<file path="config.mk">
export PLATFORM = sky130hd
export DESIGN_NAME = dg0045_fetch_sequencer_flat
export DESIGN_NICKNAME = d
export VERILOG_FILES = /design/src/rtl/dg0045_fetch_sequencer_pkg.sv /design/src/rtl/dg0045_fetch_sequencer_if.sv /design/src/rtl/dg0045_fetch_sequencer_phase_gen.sv /design/src/rtl/dg0045_fetch_sequencer.sv /design/src/flat_wrapper.sv
export SDC_FILE = /design/constraint.sdc
export NUM_CORES = 1
export LEC_CHECK = 0
export ABC_AREA = 1
export CORE_ASPECT_RATIO = 1.25
export CORE_UTILIZATION = 55
export DETAILED_ROUTE_END_ITERATION = 8
export DONT_BUFFER_PORTS = 1
export PLACE_DENSITY = 0.76
export SYNTH_ARGS = -nofsm -noshare
export SYNTH_HDL_FRONTEND = slang
export SYNTH_HIERARCHICAL = 1
export SYNTH_SLANG_ARGS = --single-unit
</file>
<file path="constraint.sdc">
create_clock -name i_clk -period 1.2 [get_ports i_clk]
set_input_delay 0.12 -clock i_clk [delete_from_list [all_inputs] [get_ports i_clk]]
set_output_delay 0.12 -clock i_clk [all_outputs]
set_load 0.02 [all_outputs]
</file>
<file path="src/rtl/dg0045_fetch_sequencer_pkg.sv">
// rtl/dg0045_fetch_sequencer_pkg.sv - shared types and constants for the DG0045 fetch sequencer
// Purpose: FSM state encoding, machine-cycle phase landmarks and the NOP opcode.
// Ports: none (package).
package dg0045_fetch_pkg;

  typedef enum logic [1:0] {
    S_LO   = 2'd0,
    S_HI   = 2'd1,
    S_REQ  = 2'd2,
    S_HOLD = 2'd3
  } fetch_state_e;

  localparam logic [2:0] PH_LO_CAP = 3'd1;
  localparam logic [2:0] PH_HI_CAP = 3'd2;
  localparam logic [2:0] PH_REQ    = 3'd3;
  localparam logic [2:0] PH_OUT    = 3'd7;

  localparam logic [7:0] NOP_OP = 8'h00;

endpackage

</file>
<file path="src/rtl/dg0045_fetch_sequencer_if.sv">
// rtl/dg0045_fetch_sequencer_if.sv - program ROM read bus between fetch sequencer and ROM
// Purpose: level request with a stable address, answered by a one-cycle ack carrying data.
// Signals: rom_req (1), rom_addr (10) from sequencer; rom_ack (1), rom_data (8) from ROM.
// Modports: master = fetch sequencer, slave = ROM.
interface dg0045_fetch_sequencer_if;

  logic       rom_req;
  logic [9:0] rom_addr;
  logic       rom_ack;
  logic [7:0] rom_data;

  modport master (
    output rom_req,
    output rom_addr,
    input  rom_ack,
    input  rom_data
  );

  modport slave (
    input  rom_req,
    input  rom_addr,
    output rom_ack,
    output rom_data
  );

endinterface

</file>
<file path="src/rtl/dg0045_fetch_sequencer_phase_gen.sv">
// rtl/dg0045_fetch_sequencer_phase_gen.sv - 3-bit machine-cycle phase counter
// Purpose: counts 0..7 and wraps, advancing only while i_ena is high.
// Ports: i_clk, i_rst (sync, active-high), i_ena (advance), o_phase[2:0].
module dg0045_phase_gen (
  input  logic       i_clk,
  input  logic       i_rst,
  input  logic       i_ena,
  output logic [2:0] o_phase
);

  logic [2:0] r_phase;

  always_ff @(posedge i_clk) begin
    if (i_rst) begin
      r_phase <= 3'd0;
    end else if (i_ena) begin
      r_phase <= r_phase + 3'd1;
    end
  end

  assign o_phase = r_phase;

endmodule

</file>
<file path="src/rtl/dg0045_fetch_sequencer.sv">
// rtl/dg0045_fetch_sequencer.sv - instruction fetch controller between DG0045 core and program ROM
// Purpose: samples the two PC halves over one 8-phase machine cycle, reads the ROM
//   and presents the byte to the core at phase 0 of the following cycle; a late or
//   missing ROM answer is replaced by FILL_OP.
// Ports: i_clk, i_rst (sync, active-high), i_ena (advance enable),
//   i_pc_hl[4:0] / o_pc_mux (PC half bus to core), rom (ROM bus, master),
//   o_cmd_out[7:0], o_cmd_strobe, o_miss (to core), o_phase[2:0].
// Option: DG0045_FETCH_REUSE_EN - skip the ROM read when the address repeats.
module dg0045_fetch_sequencer
  import dg0045_fetch_pkg::*;
#(
  parameter int         DEADLINE_PH = 6,
  parameter logic [7:0] FILL_OP     = NOP_OP
) (
  input  logic                            i_clk,
  input  logic                            i_rst,
  input  logic                            i_ena,
  input  logic [4:0]                      i_pc_hl,
  output logic                            o_pc_mux,
  dg0045_fetch_sequencer_if.master        rom,
  output logic [7:0]                      o_cmd_out,
  output logic                            o_cmd_strobe,
  output logic                            o_miss,
  output logic [2:0]                      o_phase
);

  localparam logic [2:0] DEADLINE = 3'(DEADLINE_PH);

  fetch_state_e r_state;
  fetch_state_e w_next_state;

  logic [2:0] w_phase;
  logic [4:0] r_lo;
  logic [9:0] r_addr;
  logic [7:0] r_hold;
  logic [7:0] r_cmd;
  logic       r_miss_flag;
  logic       r_strobe;
  logic       r_miss;

  logic       w_cap_lo;
  logic       w_cap_hi;
  logic       w_accept;
  logic       w_timeout;
  logic       w_emit;
  logic       w_reuse;
  logic       w_pc_mux;
  logic       w_rom_req;
  logic [9:0] w_fetch_addr;

  dg0045_phase_gen u_phase_gen (
    .i_clk   (i_clk),
    .i_rst   (i_rst),
    .i_ena   (i_ena),
    .o_phase (w_phase)
  );

  // Upper half is on the pins during phase 2, lower half was latched in phase 1.
  assign w_fetch_addr = {i_pc_hl, r_lo};

`ifdef DG0045_FETCH_REUSE_EN
  logic [9:0] r_last_addr;
  logic       r_valid;

  // r_valid is only set by an acked fetch and cleared by a miss, so a hit
  // implies hold still carries real ROM data for this address.
  assign w_reuse = r_valid && (w_fetch_addr == r_last_addr);

  always_ff @(posedge i_clk) begin
    if (i_rst) begin
      r_last_addr <= 10'd0;
      r_valid     <= 1'b0;
    end else begin
      if (w_cap_hi && !w_reuse) r_last_addr <= w_fetch_addr;
      if (w_accept)             r_valid     <= 1'b1;
      if (w_timeout)            r_valid     <= 1'b0;
    end
  end
`else
  assign w_reuse = 1'b0;
`endif

  always_ff @(posedge i_clk) begin
    if (i_rst) begin
      r_state <= S_LO;
    end else begin
      r_state <= w_next_state;
    end
  end

  always_comb begin
    w_next_state = r_state;
    if (i_ena) begin
      case (r_state)
        S_LO:    if (w_phase == PH_LO_CAP) w_next_state = S_HI;
        S_HI:    if (w_phase == PH_HI_CAP) w_next_state = w_reuse ? S_HOLD : S_REQ;
        // Ack is checked first so an ack on the deadline phase still counts.
        S_REQ:   if (rom.rom_ack || (w_phase == DEADLINE)) w_next_state = S_HOLD;
        S_HOLD:  if (w_phase == PH_OUT) w_next_state = S_LO;
        default: w_next_state = S_LO;
      endcase
    end
  end

  // rom_req is exactly "waiting in S_REQ", so a stray ack outside it cannot be seen.
  always_comb begin
    w_cap_lo  = 1'b0;
    w_cap_hi  = 1'b0;
    w_accept  = 1'b0;
    w_timeout = 1'b0;
    w_emit    = 1'b0;
    w_pc_mux  = (r_state != S_LO);
    w_rom_req = (r_state == S_REQ);
    if (i_ena) begin
      case (r_state)
        S_LO:    w_cap_lo  = (w_phase == PH_LO_CAP);
        S_HI:    w_cap_hi  = (w_phase == PH_HI_CAP);
        S_REQ: begin
          w_accept  = rom.rom_ack;
          w_timeout = !rom.rom_ack && (w_phase == DEADLINE);
        end
        S_HOLD:  w_emit    = (w_phase == PH_OUT);
        default: ;
      endcase
    end
  end

  // Pulse registers only change while enabled so a pulse raised just before a
  // stall is still delivered once the stall ends.
  always_ff @(posedge i_clk) begin
    if (i_rst) begin
      r_lo        <= 5'd0;
      r_addr      <= 10'd0;
      r_hold      <= FILL_OP;
      r_cmd       <= FILL_OP;
      r_miss_flag <= 1'b0;
      r_strobe    <= 1'b0;
      r_miss      <= 1'b0;
    end else if (i_ena) begin
      r_strobe <= 1'b0;
      r_miss   <= 1'b0;
      if (w_cap_lo) r_lo   <= i_pc_hl;
      if (w_cap_hi) r_addr <= w_fetch_addr;
      if (w_accept) r_hold <= rom.rom_data;
      if (w_timeout) begin
        r_hold      <= FILL_OP;
        r_miss_flag <= 1'b1;
      end
      if (w_emit) begin
        r_cmd       <= r_hold;
        r_strobe    <= 1'b1;
        r_miss      <= r_miss_flag;
        r_miss_flag <= 1'b0;
      end
    end
  end

  assign rom.rom_req  = w_rom_req;
  assign rom.rom_addr = r_addr;
  assign o_pc_mux     = w_pc_mux;
  assign o_cmd_out    = r_cmd;
  assign o_cmd_strobe = r_strobe & i_ena;
  assign o_miss       = r_miss & i_ena;
  assign o_phase      = w_phase;

endmodule
</file>
<file path="src/flat_wrapper.sv">
// flat-port wrapper written by rule: the top's interface ports become plain ports
module dg0045_fetch_sequencer_flat import dg0045_fetch_pkg::*;
#(
  parameter int         DEADLINE_PH = 6,
  parameter logic [7:0] FILL_OP     = NOP_OP
)
  (i_clk, i_rst, i_ena, i_pc_hl, o_pc_mux, o_cmd_out, o_cmd_strobe, o_miss, o_phase, rom_rom_req, rom_rom_addr, rom_rom_ack, rom_rom_data);
  dg0045_fetch_sequencer_if rom_i ();
  input  logic i_clk;
  input  logic i_rst;
  input  logic i_ena;
  input  logic [4:0] i_pc_hl;
  output logic o_pc_mux;
  output logic [7:0] o_cmd_out;
  output logic o_cmd_strobe;
  output logic o_miss;
  output logic [2:0] o_phase;
  output wire logic [$bits(rom_i.rom_req)-1:0] rom_rom_req;
  output wire logic [$bits(rom_i.rom_addr)-1:0] rom_rom_addr;
  input wire logic [$bits(rom_i.rom_ack)-1:0] rom_rom_ack;
  input wire logic [$bits(rom_i.rom_data)-1:0] rom_rom_data;
  assign rom_rom_req = rom_i.rom_req;
  assign rom_rom_addr = rom_i.rom_addr;
  assign rom_i.rom_ack = rom_rom_ack;
  assign rom_i.rom_data = rom_rom_data;
  dg0045_fetch_sequencer #(.DEADLINE_PH(DEADLINE_PH), .FILL_OP(FILL_OP)) u_core (.i_clk(i_clk), .i_rst(i_rst), .i_ena(i_ena), .i_pc_hl(i_pc_hl), .o_pc_mux(o_pc_mux), .rom(rom_i), .o_cmd_out(o_cmd_out), .o_cmd_strobe(o_cmd_strobe), .o_miss(o_miss), .o_phase(o_phase));
endmodule
</file>
==> impl_metrics.toml, run 1 <==
[outcome]
status = "complete, but fails checks"
failed_checks = "hold timing, setup timing"

[die]
num_rows = 21
pin_count = 42
start_util = 0.590
fp.dieH_um = 62.3
core_area_um2 = 2710
dieArea_um2 = 3130
die_w_um = 50.2

[pwr]
power_frac_clock = 0.250
switchingPower_mw = 0.769
irDropWorstVdd_mv = 1.09
leakage_nw = 0.857
p_seq_frac = 0.548
p_comb_frac = 0.202
power_switching_share = 0.299
p_int_mw = 1.80
power.density_nw_per_um2 = 1310

[layout]
finalInstanceArea_um2 = 1960
fin_cells = 269
utilization = 0.725
area_growth_pct = 22.8
num_antenna_cells = 0
drive_gt1_frac = 0.243
nNetsFinal = 257

[worst_setup_path]
crit_top_cell = "inv_4"
crit_family = "flip-flops"
r2r_slack_ps = -90
worstPathArrival_ps = 1580
cp_max_fo = 4
crit_chain = "inv_4, ha_4, inv_4, nor3_4, buf_4, o21ai_0, nor2_1"
slowest_stage = "dfxtp_4"
end_kind = "register"
worst-path-buf-inv = 3
critical_path_class = "reg2reg"
crit_path_start_kind = "register"
max_stage_delay_ps = 380
crit_required_ps = 1490

[global_routing]
grt_max_degree = 22
grt_pass1_wl_um = 6070
grtUsageTotal = 0.253
antenna_found_initial = 0
grt_overflow_total = 0
grt_pass1_vias = 1434

[yosys]
synth-main-ff-cell = "dfxtp_1"
synth-edff-count = 0
synth_top_area_frac = 0.489
synth_cell_types = 20
ys_top_cells_by_count = "nor2_1, dfxtp_1, nand2_1"
synth_most_common_cell = "nor2_1"
yosysWarnings = 6
mappedNetlistArea_um2 = 1600
async_flop_share = 0
synth_nets = 234
yosysTopAreaCell = "dfxtp_1"
avgSynthCellArea_um2 = 7.57
yosysSeqAreaShare = 0.489
synth_seq_cells = 39
synth_area_leaders = "dfxtp_1, nor2_1, nand2_1"
synth_cells = 211

[timing]
setup_viol = 34
setup_tns_ps = -1440
max_freq_ghz = 0.778
setup_slack_ps = -85.6
slew_headroom = 0.813
min_period_ps = 1290
rsz0062_at_grt = "yes"
hold_viol_final = 11
tightest_slew_ps = 280
post-route-period-util = 1.07
finalMaxSlewViolations = 0
clock_skew_ps = 4.69
hold_slack_ps = -173

[drt]
vias = 1422
drt_wl_total_um = 3590
drc = 0
wl_per_cell_um = 13.4
drt_pass1_iterations = 4
drt-initial-drc-count = 43
vias_per_cell = 5.29
drtAntennaViolNets = 0

[cts]
ctsHoldBuffers = 8
cts_buffers = 5
clockBufferDepth = 2
clock_sinks = 39
clk_pin_slew_ps = 110
ctsRootBufferMaster = "clkbuf_4"
htreeDepth = 2
clk_latency_ps = 340
cts_tree = "done"

[placement]
port_buffers = 0
dp_cells = 251
finalWeightedCongestion = 0.832
dp_hpwl_um = 2400
place_area_um2 = 1730

[worst_hold_path]
min_path_type = "in2reg"

[job]
cap_viol_max_count = 0
==> sequential cells by signal, summed over array words and instances, names as in the netlist, 2 cells and up <==
name and cells:
u_core/r_lo 5, u_core/rom.rom_addr 10, u_core/r_state 2, u_core/o_cmd_out 8, u_core/r_hold 8, u_core/u_phase_gen/o_phase 3
==> repair_timing <==
item	4_1_cts	5_1_grt
pin swaps	7	11
gates resized for setup	24	13
endpoints found under the setup margin	36	38
endpoints found under the hold margin	28	11
buffers inserted	1	1
==> worst register-to-register path, stage by stage, from the launching register on <==
cell     delay [ps]
dfxtp_4         380
inv_4            80
ha_4            150
inv_4            50
nor3_4          240
buf_4           160
o21ai_0          90
nor2_1          100
==> metal layers <==
layer,vias to the layer above,GRT usage,share of wire
met2,50,0.457,0.54
met4,0,0.0964,0.018
met3,7,0.0564,0.057
met1,650,0.278,0.39
met5,-,0,0
li1,715,-,-
==> power groups by stage <==
| stage | combinational (mW) | sequential (mW) | clock [mW] |
|---|---|---|---|
| floorplan | 0.288 | 1.43 | 0 |
| global placement | 0.377 | 1.42 | 0 |
| detailed placement | 0.388 | 1.43 | 0 |
| CTS | 0.471 | 1.41 | 0.659 |
| global route | 0.572 | 1.42 | 0.702 |
| finish | 0.520 | 1.41 | 0.642 |
==> final timing paths <==
| check | from | to | depth (start not counted) |
|---|---|---|---|
| min reg2reg | u_core/r_miss_flag$_SDFFE_PP0P_ | u_core/r_miss$_SDFFE_PP0P_ | 2 |
| min | i_rst | u_core/r_hold[1]$_SDFFE_PP0P_ | 1 |
| max reg2reg | u_core/r_state[0]$_SDFFE_PP0P_ | u_core/r_lo[4]$_SDFFE_PP0P_ | 7 |
| max | u_core/r_state[0]$_SDFFE_PP0P_ | u_core/r_lo[4]$_SDFFE_PP0P_ | 7 |
==> cells in the final DEF, fill, tap and decap left out, types with 3 or more instances in the layout <==
cell type,synthesis,layout
nor2_1,59,53
dfxtp_1,39,34
nand2_1,33,28
o21ai_0,23,12
a21oi_1,12,11
buf_4,1,10
o21ai_1,1,10
inv_1,12,9
nand3_1,8,8
dlygate4sd3_1,0,8
nand2_2,2,6
clkbuf_4,0,5
nor2_2,1,5
nor2_4,3,5
inv_4,0,4
buf_6,1,3
inv_2,4,3
ha_1,6,3
dfxtp_2,0,3
==> through the flow <==
step / power (mW) / hold slack (ps) / setup WS (ps)
finish: 2.57 / -173 / -85.6
global route: 2.69 / -191 / -154
CTS: 2.54 / -182 / -54.6
detailed placement: 1.82 / 193 / -109
global placement: 1.80 / 190 / -25.5
floorplan: 1.72 / 189 / -5.08
==> logic make-up (layout without fill, tap and decap cells) <==
logic type               count (synthesis)  count (layout)  synth area share
buffers and inverters                   21              45            0.0564
adder cells (fa/ha/maj)                  6               6            0.0470
flip-flops                              39              39             0.489
AO/OA/AOI/OAI                           36              36             0.113
AND/OR/NAND/NOR                        109             109             0.295
==> layout make-up <==
cell class / count / area, um2
multi-input combinational: 151 / 815
sequential: 39 / 792
fill: 210 / 744
timing repair buffer: 21 / 189
inverter: 16 / 70.1
tap: 34 / 42.5
clock buffer: 6 / 41.3
clock inverter: 2 / 12.5
Note: power is estimated with default switching activity, not from simulation.
==> run 2: changes to the inputs <==
TNS_END_PERCENT = 5   (was unset)
==> impl_metrics.toml, run 2 (synthesis gave the netlist of run 1 again) <==
[worst_setup_path]
slowest_stage = "dfxtp_4"
cp_max_fo = 8
max_stage_delay_ps = 380
worst-path-stages = 7
worstPathArrival_ps = 1490
crit_path_start_kind = "register"
crit_chain = "inv_4, ha_4, nand2_4, nor3_4, nor2_4, nand2_1, a21oi_2"
end_kind = "register"
crit_family = "simple AND/OR/NAND/NOR gates"
crit_required_ps = 1440
reg2reg_depth = 7
worst-path-buf-inv = 1
critical_path_class = "reg2reg"

[global_routing]
grtUsageTotal = 0.252
grt_pass1_wl_um = 6150
antenna_found_initial = 0
grt_pass1_vias = 1421
grt_max_degree = 23
grt_overflow_total = 0

[drt]
drt_pass1_iterations = 4
wl_per_cell_um = 13.2
vias_per_cell = 5.40
drt-initial-drc-count = 31
drc = 0
drtAntennaViolNets = 0
drt_wl_total_um = 3560
vias = 1453

[timing]
hold_slack_ps = -173
slew_headroom = 0.805
finalMaxSlewViolations = 0
setup_slack_ps = -43.9
rsz0062_at_grt = "yes"
setup_viol = 19
clock_skew_ps = 4.06
tightest_slew_ps = 291
hold_viol_final = 11
min_period_ps = 1240
post-route-period-util = 1.04
max_freq_ghz = 0.804

[cts]
cts_buffers = 5
clockBufferDepth = 2
ctsRootBufferMaster = "clkbuf_4"
clk_latency_ps = 330
clk_pin_slew_ps = 110
ctsHoldBuffers = 8
clock_sinks = 39
htreeDepth = 2
cts_tree = "done"

[placement]
finalWeightedCongestion = 0.812
dpl_worst_slack_ps = -177
port_buffers = 0
dp_hpwl_um = 2460
dp_cells = 251

[pwr]
irDropWorstVdd_mv = 0.958
power_frac_clock = 0.255
p_seq_frac = 0.557
power_switching_share = 0.294
switchingPower_mw = 0.742
power.density_nw_per_um2 = 1310
p_comb_frac = 0.188
p_int_mw = 1.78
leakage_nw = 0.855

[outcome]
status = "complete, but fails checks"
failed_checks = "hold timing, setup timing"

[die]
fp.dieH_um = 62.3
core_area_um2 = 2710
dieArea_um2 = 3130
num_rows = 21
pin_count = 42
die_w_um = 50.2
start_util = 0.590

[layout]
layout_commonest_cell = "nor2_1"
n_fill_cell = 223
drive_gt1_frac = 0.200
utilization = 0.710
fin_cells = 269
nNetsFinal = 257
area_growth_pct = 20.3
layout_common_cells = "nor2_1, dfxtp_1, nand2_1"
largest_reg_flops = 10
num_antenna_cells = 0

[worst_hold_path]
hold_depth = 1
min_path_type = "in2reg"

[job]
cap_viol_max_count = 0
==> run 2: per-layer routing <==
layer  track usage  wire, um
met2         0.427      1870
met4         0.125        74
met5             0         0
met3        0.0784       165
met1         0.274      1450
==> run 2: layout make-up <==
| type | count | area (um2) | area share |
|---|---|---|---|
| Timing Repair Buffer | 20 | 178 | 0.0924 |
| Sequential cell | 39 | 792 | 0.412 |
| Tap cell | 34 | 42.5 | 0.0221 |
| Clock buffer | 6 | 41.3 | 0.0215 |
| Inverter | 16 | 67.6 | 0.0352 |
| Multi-Input combinational cell | 152 | 788 | 0.410 |
| Clock inverter | 2 | 12.5 | 0.00651 |
==> run 2: metrics by stage <==
step	hold slack (ps)	total power, mW	TNS, ps	instance area, um2
2_1_floorplan	189	1.71	-224	1630
3_3_place_gp	191	1.79	-1360	1720
3_5_place_dp	192	1.82	-2650	1720
4_1_cts	-175	2.54	-583	1910
5_1_grt	-196	2.66	-2890	1920
6_report	-173	2.53	-408	1920
==> run 2: final timing paths <==
kind | startpoint | to | slack, ps
worst max-delay path | u_core/r_state[0]$_SDFFE_PP0P_ | u_core/r_hold[4]$_SDFFE_PP0P_ | -40
worst max register to register | u_core/r_state[0]$_SDFFE_PP0P_ | u_core/r_hold[4]$_SDFFE_PP0P_ | -40
worst min register to register | u_core/r_hold[2]$_SDFFE_PP0P_ | u_core/r_hold[2]$_SDFFE_PP0P_ | 470
worst min-delay path | i_rst | u_core/r_hold[4]$_SDFFE_PP0P_ | -170
==> run 2: timing repair <==
action | CTS | global route
buffers inserted | 1 | 0
endpoints found under the setup margin | 37 | 37
gates cloned | 1 | 0
gates resized for setup | 17 | 6
hold endpoints to repair | 27 | 11
pin swaps | 7 | 1
==> run 2: power by group through the flow <==
stage / logic (mW) / clock network (mW) / registers (mW)
2_1_floorplan: 0.286 / 0 / 1.43
3_3_place_gp: 0.373 / 0 / 1.42
3_5_place_dp: 0.392 / 0 / 1.42
4_1_cts: 0.471 / 0.659 / 1.41
5_1_grt: 0.531 / 0.714 / 1.42
6_report: 0.475 / 0.643 / 1.41
==> run 3: changes to the inputs <==
CORE_UTILIZATION = 47   (was 55)
DONT_BUFFER_PORTS = unset   (was 1)
PLACE_DENSITY = 0.81   (was 0.76)
clock period = 1.3 ns   (was 1.2 ns; I/O delays follow)
==> impl_metrics.toml, run 3 (synthesis gave the netlist of run 1 again) <==
[outcome]
status = "complete, but fails checks"
failed_checks = "setup timing"

[worst_setup_path]
worstPathArrival_ps = 1560
crit_required_ps = 1520
crit_chain = "inv_2, buf_6, ha_4, nand2_4, nor3_4, nor2_4, nand2_1, a21oi_1"
r2r-end = "u_core/r_hold[0]$_SDFFE_PP0P_"
crit_end = "u_core/r_hold[0]$_SDFFE_PP0P_"
startpoint = "u_core/r_state[0]$_SDFFE_PP0P_"
r2r_slack_ps = -40
critical_path_class = "reg2reg"
max_stage_delay_ps = 340
cp_max_fo = 8
reg2reg_depth = 8
r2r-start = "u_core/r_state[0]$_SDFFE_PP0P_"
slowest_stage = "dfxtp_2"
end_kind = "register"
crit_path_start_kind = "register"

[placement]
dp_hpwl_um = 2540
place_area_um2 = 2150
dpl_worst_slack_ps = -350
finalWeightedCongestion = 0.813
port_buffers = 41

[global_routing]
grt_max_degree = 26
grt_overflow_total = 0
grtUsageTotal = 0.234
grt_pass1_wl_um = 6150
antenna_found_initial = 0
grt_pass1_vias = 1420

[timing]
rsz0062_at_grt = "yes"
finalMaxSlewViolations = 0
setup_viol = 7
slew_headroom = 0.570
post-route-period-util = 1.03
max_freq_ghz = 0.746
setup_slack_ps = -40.4
hold_viol_final = 0
min_period_ps = 1340
tightest_slew_ps = 645
clock_skew_ps = 4.92

[drt]
vias_per_cell = 4.98
vias = 1528
wl_per_cell_um = 12.0
drc = 0
drtAntennaViolNets = 0
drt_wl_total_um = 3700
drt-initial-drc-count = 46
drt_pass1_iterations = 4

[worst_hold_path]
min_path_type = "in2reg"

[pwr]
power.density_nw_per_um2 = 1130
leakage_nw = 1.10
irDropWorstVdd_mv = 1.05

[cts]
cts_buffers = 5
clk_latency_ps = 290
htreeDepth = 2
clk_pin_slew_ps = 70
clock_sinks = 39
ctsRootBufferMaster = "clkbuf_8"
clockBufferDepth = 2
cts_tree = "done"

[layout]
largest_reg_flops = 10
layout_commonest_cell = "nor2_1"
finalInstanceArea_um2 = 2320
nNetsFinal = 292
area_growth_pct = 44.9
n_fill_cell = 252
num_antenna_cells = 0
drive_gt1_frac = 0.215
layout_common_cells = "nor2_1, dfxtp_1, nand2_1"

[die]
die_w_um = 54.2
core_area_um2 = 3220
start_util = 0.496
pin_count = 42
fp.dieH_um = 67.2
num_rows = 23
dieArea_um2 = 3640

[job]
cap_viol_max_count = 0
[run 3: cell types whose count changed in the layout (fill, tap and decap cells not counted), moves of 3 or more]
cell / change
nand2_2: +5
dlygate4sd2_1: +24
o21ai_1: -5
nand2_1: -5
clkbuf_8: +5
o21ai_0: +5
clkdlybuf4s50_1: +15
dlygate4sd3_1: -8
clkbuf_4: -5
a21oi_2: +3
a21oi_1: -3
[run 3: power breakdown]
group	internal, mW	leakage, nW	switching, mW
Clock	0.376	0.0422	0.398
Combinational	0.254	0.744	0.298
Sequential	1.24	0.317	0.0364
[run 3: worst min-delay path by stage]
stage                                  startpoint  cells after the start                             to  slack [ps]
floorplan                                   i_rst                      1     u_core/r_miss$_SDFFE_PP0P_         200
global placement    u_core/r_hold[6]$_SDFFE_PP0P_                      2  u_core/r_hold[6]$_SDFFE_PP0P_         450
detailed placement  u_core/r_hold[4]$_SDFFE_PP0P_                      2  u_core/r_hold[4]$_SDFFE_PP0P_         450
CTS                               rom_rom_data[1]                      3  u_core/r_hold[1]$_SDFFE_PP0P_         380
global route                      rom_rom_data[0]                      3  u_core/r_hold[0]$_SDFFE_PP0P_         400
finish                            rom_rom_data[1]                      3  u_core/r_hold[1]$_SDFFE_PP0P_         390
[run 3: final cells by class]
class | count | area (um2) | area share
Multi-Input combinational cell | 151 | 826 | 0.357
Sequential cell | 39 | 787 | 0.340
Timing Repair Buffer | 56 | 510 | 0.220
Clock buffer | 7 | 76.3 | 0.0330
Inverter | 16 | 65.1 | 0.0281
Tap cell | 37 | 46.3 | 0.0200
Clock inverter | 1 | 5.00 | 0.00216
[run 3: through the flow]
step	hold slack [ps]	utilization	TNS, ps	std cells	power, mW
6_report	390	0.719	-160	307	2.61
4_1_cts	382	0.683	-985	306	2.54
5_1_grt	396	0.719	-1570	307	2.74
2_1_floorplan	199	-	-26.7	211	1.56
3_3_place_gp	448	0.668	-8970	298	1.78
3_5_place_dp	453	0.668	-9050	298	1.79
[run 3: worst max-delay path, delay by kind of cell (launching register included)]
kind,cells,cell delay [ps]
buffers and inverters,2,180
and+or+nand+nor,4,450
adders and majority gates,1,170
DFF,1,340
AOI/OAI and AO/OA,1,140
[run 3: what timing repair did]
action	in CTS	in global routing
endpoints found under the setup margin	50	38
hold buffers	0	0
setup buffers	0	2
gates resized for setup	34	35
pin swaps	1	16
endpoints found under the hold margin	0	0
[run 3: layer usage]
layer,GRT usage,share of wire,up-vias
met5,0,0,-
met4,0.0769,0.0084,0
met3,0.0743,0.052,4
met2,0.390,0.51,42
met1,0.278,0.43,697
li1,-,-,785
